`src/rtl/regfile_wb_arbiter_pkg.sv`:
```
// Shared definitions for the register-file writeback path.
//   REG_AW     register address width
//   REG_X0     address of the hardwired-zero register
//   wb_src_e   which producer owns the write port in a given cycle
package regfile_wb_arbiter_pkg;

  localparam int REG_AW = 5;
  localparam logic [REG_AW-1:0] REG_X0 = 5'd0;

  typedef enum logic {
    WB_SRC_ALU = 1'b0,
    WB_SRC_LSU = 1'b1
  } wb_src_e;

endpackage

```
`src/rtl/regfile_wb_arbiter_fifo.sv`:
```
// Synchronous FIFO holding long-latency results {wa, wd} until they win
// the register-file write port.
//   clk, rst          clock, synchronous active-high reset
//   push, push_wa/wd  enqueue (ignored when full)
//   pop               dequeue head (ignored when empty)
//   full, empty       occupancy flags
//   head_wa/wd        current head entry, valid when !empty
module regfile_wb_arbiter_fifo #(
  parameter int WIDTH = 32,
  parameter int DEPTH = 4,
  parameter int AW    = 5
) (
  input  logic             clk,
  input  logic             rst,
  input  logic             push,
  input  logic [AW-1:0]    push_wa,
  input  logic [WIDTH-1:0] push_wd,
  input  logic             pop,
  output logic             full,
  output logic             empty,
  output logic [AW-1:0]    head_wa,
  output logic [WIDTH-1:0] head_wd
);

  localparam int PW = $clog2(DEPTH);
  localparam int CW = $clog2(DEPTH + 1);

  logic [AW-1:0]    mem_wa [DEPTH];
  logic [WIDTH-1:0] mem_wd [DEPTH];
  logic [PW-1:0]    wptr, rptr;
  logic [CW-1:0]    count;
  logic             do_push, do_pop;

  assign full    = (count == CW'(DEPTH));
  assign empty   = (count == '0);
  assign do_push = push && !full;
  assign do_pop  = pop && !empty;
  assign head_wa = mem_wa[rptr];
  assign head_wd = mem_wd[rptr];

  // Storage carries no reset; only pointers and count define validity.
  always_ff @(posedge clk) begin
    if (do_push) begin
      mem_wa[wptr] <= push_wa;
      mem_wd[wptr] <= push_wd;
    end
  end

  // DEPTH is a power of two, so pointers wrap naturally.
  always_ff @(posedge clk) begin
    if (rst) begin
      wptr  <= '0;
      rptr  <= '0;
      count <= '0;
    end else begin
      if (do_push) wptr <= wptr + PW'(1);
      if (do_pop)  rptr <= rptr + PW'(1);
      count <= count + CW'(do_push) - CW'(do_pop);
    end
  end

endmodule

```
`src/rtl/regfile_wb_arbiter.sv`:
```
// Writeback arbiter: sole driver of the register-file write port. Merges
// single-cycle ALU results with FIFO-buffered long-latency results, and
// keeps a busy scoreboard of pending long-latency destinations.
//   clk, rst                   clock, synchronous active-high reset
//   alu_req/wa/wd, alu_stall   ALU result in; stall = result not taken
//   lsu_valid/ready/wa/wd      long-latency result handshake
//   sb_set, sb_set_wa          mark a destination busy at issue
//   rs0/rs1, rs0_busy/rs1_busy source busy query (x0 never busy)
//   rf_we, rf_wa, rf_wd        registered register-file write port
module regfile_wb_arbiter
  import regfile_wb_arbiter_pkg::*;
#(
  parameter int WIDTH      = 32,
  parameter int DEPTH      = 4,
  parameter int STARVE_MAX = 8
) (
  input  logic              clk,
  input  logic              rst,
  input  logic              alu_req,
  input  logic [REG_AW-1:0] alu_wa,
  input  logic [WIDTH-1:0]  alu_wd,
  output logic              alu_stall,
  input  logic              lsu_valid,
  output logic              lsu_ready,
  input  logic [REG_AW-1:0] lsu_wa,
  input  logic [WIDTH-1:0]  lsu_wd,
  input  logic              sb_set,
  input  logic [REG_AW-1:0] sb_set_wa,
  input  logic [REG_AW-1:0] rs0,
  input  logic [REG_AW-1:0] rs1,
  output logic              rs0_busy,
  output logic              rs1_busy,
  output logic              rf_we,
  output logic [REG_AW-1:0] rf_wa,
  output logic [WIDTH-1:0]  rf_wd
);

  localparam int AGE_W = $clog2(STARVE_MAX + 1);

  logic              fifo_full, fifo_empty;
  logic [REG_AW-1:0] head_wa;
  logic [WIDTH-1:0]  head_wd;
  logic              grant_alu, grant_fifo, grant;
  wb_src_e           src;
  logic [REG_AW-1:0] g_wa;
  logic [WIDTH-1:0]  g_wd;
  logic [AGE_W-1:0]  age;
  logic [31:0]       busy;

  // Not pop-aware: a full FIFO refuses a push even when it pops that cycle.
  assign lsu_ready = !fifo_full && !rst;

  regfile_wb_arbiter_fifo #(
    .WIDTH (WIDTH),
    .DEPTH (DEPTH),
    .AW    (REG_AW)
  ) u_fifo (
    .clk     (clk),
    .rst     (rst),
    .push    (lsu_valid && lsu_ready),
    .push_wa (lsu_wa),
    .push_wd (lsu_wd),
    .pop     (grant_fifo),
    .full    (fifo_full),
    .empty   (fifo_empty),
    .head_wa (head_wa),
    .head_wd (head_wd)
  );

  // During the stall pulse the ALU request is ignored, so the FIFO wins.
  always_comb begin
    grant_alu  = alu_req && !alu_stall;
    grant_fifo = !grant_alu && !fifo_empty;
    grant      = grant_alu || grant_fifo;
    src        = grant_alu ? WB_SRC_ALU : WB_SRC_LSU;
    g_wa       = (src == WB_SRC_ALU) ? alu_wa : head_wa;
    g_wd       = (src == WB_SRC_ALU) ? alu_wd : head_wd;
  end

  // A grant to x0 is consumed but never drives the write port; wa/wd hold.
  always_ff @(posedge clk) begin
    if (rst) begin
      rf_we <= 1'b0;
      rf_wa <= '0;
      rf_wd <= '0;
    end else begin
      rf_we <= grant && (g_wa != REG_X0);
      if (grant && (g_wa != REG_X0)) begin
        rf_wa <= g_wa;
        rf_wd <= g_wd;
      end
    end
  end

  // Age counts consecutive losses of a waiting FIFO head; the stall flop
  // is a single-cycle pulse that hands one slot to the FIFO.
  always_ff @(posedge clk) begin
    if (rst) begin
      age       <= '0;
      alu_stall <= 1'b0;
    end else if (alu_stall) begin
      age       <= '0;
      alu_stall <= 1'b0;
    end else if (fifo_empty || grant_fifo) begin
      age <= '0;
    end else if (grant_alu) begin
      if (age == AGE_W'(STARVE_MAX - 1)) begin
        age       <= '0;
        alu_stall <= 1'b1;
      end else begin
        age <= age + AGE_W'(1);
      end
    end
  end

  // Set is written last so it wins over a same-cycle clear of the same reg.
  always_ff @(posedge clk) begin
    if (rst) begin
      busy <= '0;
    end else begin
      if (grant_fifo) busy[head_wa] <= 1'b0;
      if (sb_set && (sb_set_wa != REG_X0)) busy[sb_set_wa] <= 1'b1;
    end
  end

  assign rs0_busy = busy[rs0] && (rs0 != REG_X0);
  assign rs1_busy = busy[rs1] && (rs1 != REG_X0);

endmodule

```
`config.mk`:
```
export PLATFORM = sky130hd
export DESIGN_NAME = regfile_wb_arbiter
export DESIGN_NICKNAME = d
export VERILOG_FILES = /design/src/rtl/regfile_wb_arbiter_pkg.sv /design/src/rtl/regfile_wb_arbiter_fifo.sv /design/src/rtl/regfile_wb_arbiter.sv
export SDC_FILE = /design/constraint.sdc
export NUM_CORES = 1
export LEC_CHECK = 0
export CAP_MARGIN = 30
export CELL_PAD_IN_SITES_DETAIL_PLACEMENT = 0
export CELL_PAD_IN_SITES_GLOBAL_PLACEMENT = 1
export CORE_MARGIN = 3
export CORE_UTILIZATION = 25
export CTS_CLUSTER_SIZE = 25
export DETAILED_ROUTE_END_ITERATION = 7
export PLACE_DENSITY_LB_ADDON = 0.08
export SETUP_SLACK_MARGIN = 0.5
export SLEW_MARGIN = 20
export SYNTH_ARGS = -nofsm -noshare
export SYNTH_HDL_FRONTEND = slang
export SYNTH_HIERARCHICAL = 1
export SYNTH_SLANG_ARGS = --single-unit
```
`constraint.sdc`:
```
create_clock -name clk -period 2.7 [get_ports clk]
set_input_delay 0.405 -clock clk [delete_from_list [all_inputs] [get_ports clk]]
set_output_delay 0.405 -clock clk [all_outputs]
set_load 0.01 [all_outputs]
```
==> impl_metrics.json <==
{
  "synth_common_cells": "edfxtp_1 (148), nand2_1 (112), dfxtp_1 (83)",
  "layout.nets": 979,
  "dp_hpwl_um": 18500,
  "track_usage_pct": 14.3,
  "grt_pass1_vias": 7103,
  "path_class": "flip-flop to flip-flop",
  "core_area_um2": 38100,
  "finalSetupTns_ns": 0,
  "cp-start-kind": "flip-flop",
  "fin_crit_ns": 2.39,
  "die_w_um": 204,
  "cts_tree": "built",
  "drv_cap": 0,
  "syn_avg_cell_area_um2": 14.0,
  "finalHoldViolCount": 0,
  "vias": 6545,
  "arrival_ns": 2.82,
  "synth_fp_nets": 799,
  "die_area_um2": 41500,
  "synth.top_cells.by_area": "edfxtp_1 (45%), dfxtp_1 (17%), mux4_2 (9.7%)",
  "placement_rows": 71,
  "powerDensity_nw_per_um2": 760,
  "hold_buffers": 0,
  "dr.pass1.iters": 6,
  "synth_most_common_cell": "edfxtp_1",
  "placed_area_um2": 11900,
  "dp_cells": 1334,
  "synth_top_area_share_pct": 45.4,
  "holdWs_ns": 0.414,
  "leakagePower_nw": 4.44,
  "cts_buffers": 27,
  "yosys_warnings": 6,
  "yosys.area.top_type": "edfxtp_1",
  "cp_cell_sequence": "mux4_2, or3_4, nor3_4, o31ai_4, buf_12, buf_12, buf_16, a311oi_2",
  "grt_max_degree": 51,
  "pre_cts_ws_ns": -0.312,
  "critical_path.most_common_cell": "buf_12",
  "vias_per_cell": 4.65,
  "post_drt_wl_per_cell_um": 21.4,
  "area_delta_synth_final_pct": 37.5,
  "htree_levels": 1,
  "grt.overflow.total": 0,
  "fillers": 3648,
  "slowest_delay_ns": 0.54,
  "synth-edff-count": 148,
  "ir_drop_mv": 0.434,
  "critPathMaxFanout": 8,
  "end_kind": "flip-flop",
  "outcome": "completed",
  "min_path_type": "input port to flip-flop",
  "clock_path_buffers": 3,
  "rsz0062_at_grt": "yes",
  "drv_slew": 0,
  "drc": 0,
  "grt_first_pass_wirelength_um": 44900,
  "cts-root-buf": "clkbuf_16",
  "synthArstFlopShare_pct": 0,
  "drtIter0Drc": 364,
  "crit_required_ns": 3.12,
  "fmaxAchievable_mhz": 418,
  "clock_sinks": 231,
  "cp_slowest_cell": "mux4_2",
  "num_antenna_cells": 0,
  "antenna_left": 0,
  "clock_skew_ns": 0.0147,
  "max_slew_margin_pct": 39.2,
  "final_area_um2": 13500,
  "clk_pin_slew_worst_paths_ns": 0.06,
  "drive_gt1_share_pct": 27.8,
  "pin_count": 136,
  "timing.final.ws_setup_ns": 0.306,
  "netlist_area_um2": 9780,
  "r2r_setup_slack_ns": 0.31,
  "synth-seq-cells": 231,
  "portBuffers": 135,
  "start_util_pct": 25.7,
  "yosysSeqAreaShare_pct": 62.4,
  "clock_latency_ns": 0.52,
  "setup_violations": 0,
  "tightestPinTransition_ns": 0.909,
  "die_h_um": 204,
  "stdcell_count": 1408,
  "antenna_found_initial": 4,
  "syn_inst": 697,
  "synthFlopType": "edfxtp_1",
  "routed_wl_um": 30100,
  "gp_congestion": 0.789,
  "synth_cell_type_count": 50,
  "fin_crit_sh_pct": 88.7
}
-- cell type report --
class | instances | area (um^2) | share of cell area, %
sequential | 231 | 6140 | 45.6
multi-input combinational | 411 | 3670 | 27.3
timing repair buffer | 196 | 2120 | 15.8
clock buffer | 37 | 733 | 5.45
tap | 511 | 639 | 4.75
clock inverter | 12 | 106 | 0.791
inverter | 10 | 40.0 | 0.298
-- flip-flops by register name, indices dropped and copies added, names as in the netlist, named ones only --
register	flops
u_fifo/mem_wd	128
age	4
u_fifo/mem_wa	20
alu_stall	1
rf_wd	32
u_fifo/wptr	2
rf_wa	5
busy	31
u_fifo/count	3
rf_we	1
u_fifo/rptr	2
-- cell families after synthesis --
kind of cell | share of synthesized area [%]
adder cells (fa/ha/maj) | 1.10
AND/OR/NAND/NOR | 10.4
buffers and inverters | 3.08
flip-flops | 62.4
multiplexers | 12.3
XOR/XNOR | 0.448
AO/OA/AOI/OAI | 10.2
-- power breakdown --
part           switching, mW  internal, mW
clock network           1.38          2.07
logic                   1.22          1.32
registers              0.194          4.03
total                   2.79          7.43
-- placed cells by master (no fill, tap or decap), types with 7 or more instances in the layout --
master           count
buf_4               40
a21oi_1             37
a311oi_2            35
nor3b_1              7
buf_16               9
nand3b_1             7
nor2_4              27
nand2_1            111
buf_12              10
clkdlybuf4s50_1    127
mux4_2              44
inv_1                7
dfxtp_1             71
o21ai_0             32
clkbuf_16           28
nor2_1              23
clkbuf_1             8
edfxtp_1           148
-- critical path: cells and delay by family (launching register included) --
kind                   cells  cell delay (ns)
multiplexers               1             0.54
AO/OA/AOI/OAI              2             0.29
flip-flops                 1             0.42
AND/OR/NAND/NOR            2             0.58
buffers and inverters      3             0.46
-- routing by layer --
layer  GRT usage (%)  part of all wire, %  wire [um]
met5               0                 0.13         39
met4            3.79                  2.1        618
met3            2.98                  5.7       1720
met2            24.3                   49      14700
met1            18.7                   43      13000
-- final timing paths --
check,depth (start not counted),endpoint,from
max,8,rf_wd[14]$_SDFFE_PP0P_,flip-flop
min,6,u_fifo/wptr[0]$_SDFFE_PP0P_,rst
max reg2reg,8,rf_wd[14]$_SDFFE_PP0P_,flip-flop
min reg2reg,1,age[0]$_SDFFE_PP0N_,age[0]$_SDFFE_PP0N_
-- timing repair --
item	4_1_cts	5_1_grt
pin swaps	4	9
buffers inserted	11	4
setup endpoints to repair	59	61
resized for setup	83	30
endpoints found under the hold margin	0	0
gates cloned	9	1
-- through the flow --
step           utilization [%]  power, mW
2_1_floorplan                -       5.44
3_5_place_dp              31.3       6.22
6_report                  35.3       10.2
3_3_place_gp              31.3       6.18
5_1_grt                   35.3       10.7
4_1_cts                   34.9       10.3
Power figures use the tool's default switching activity.
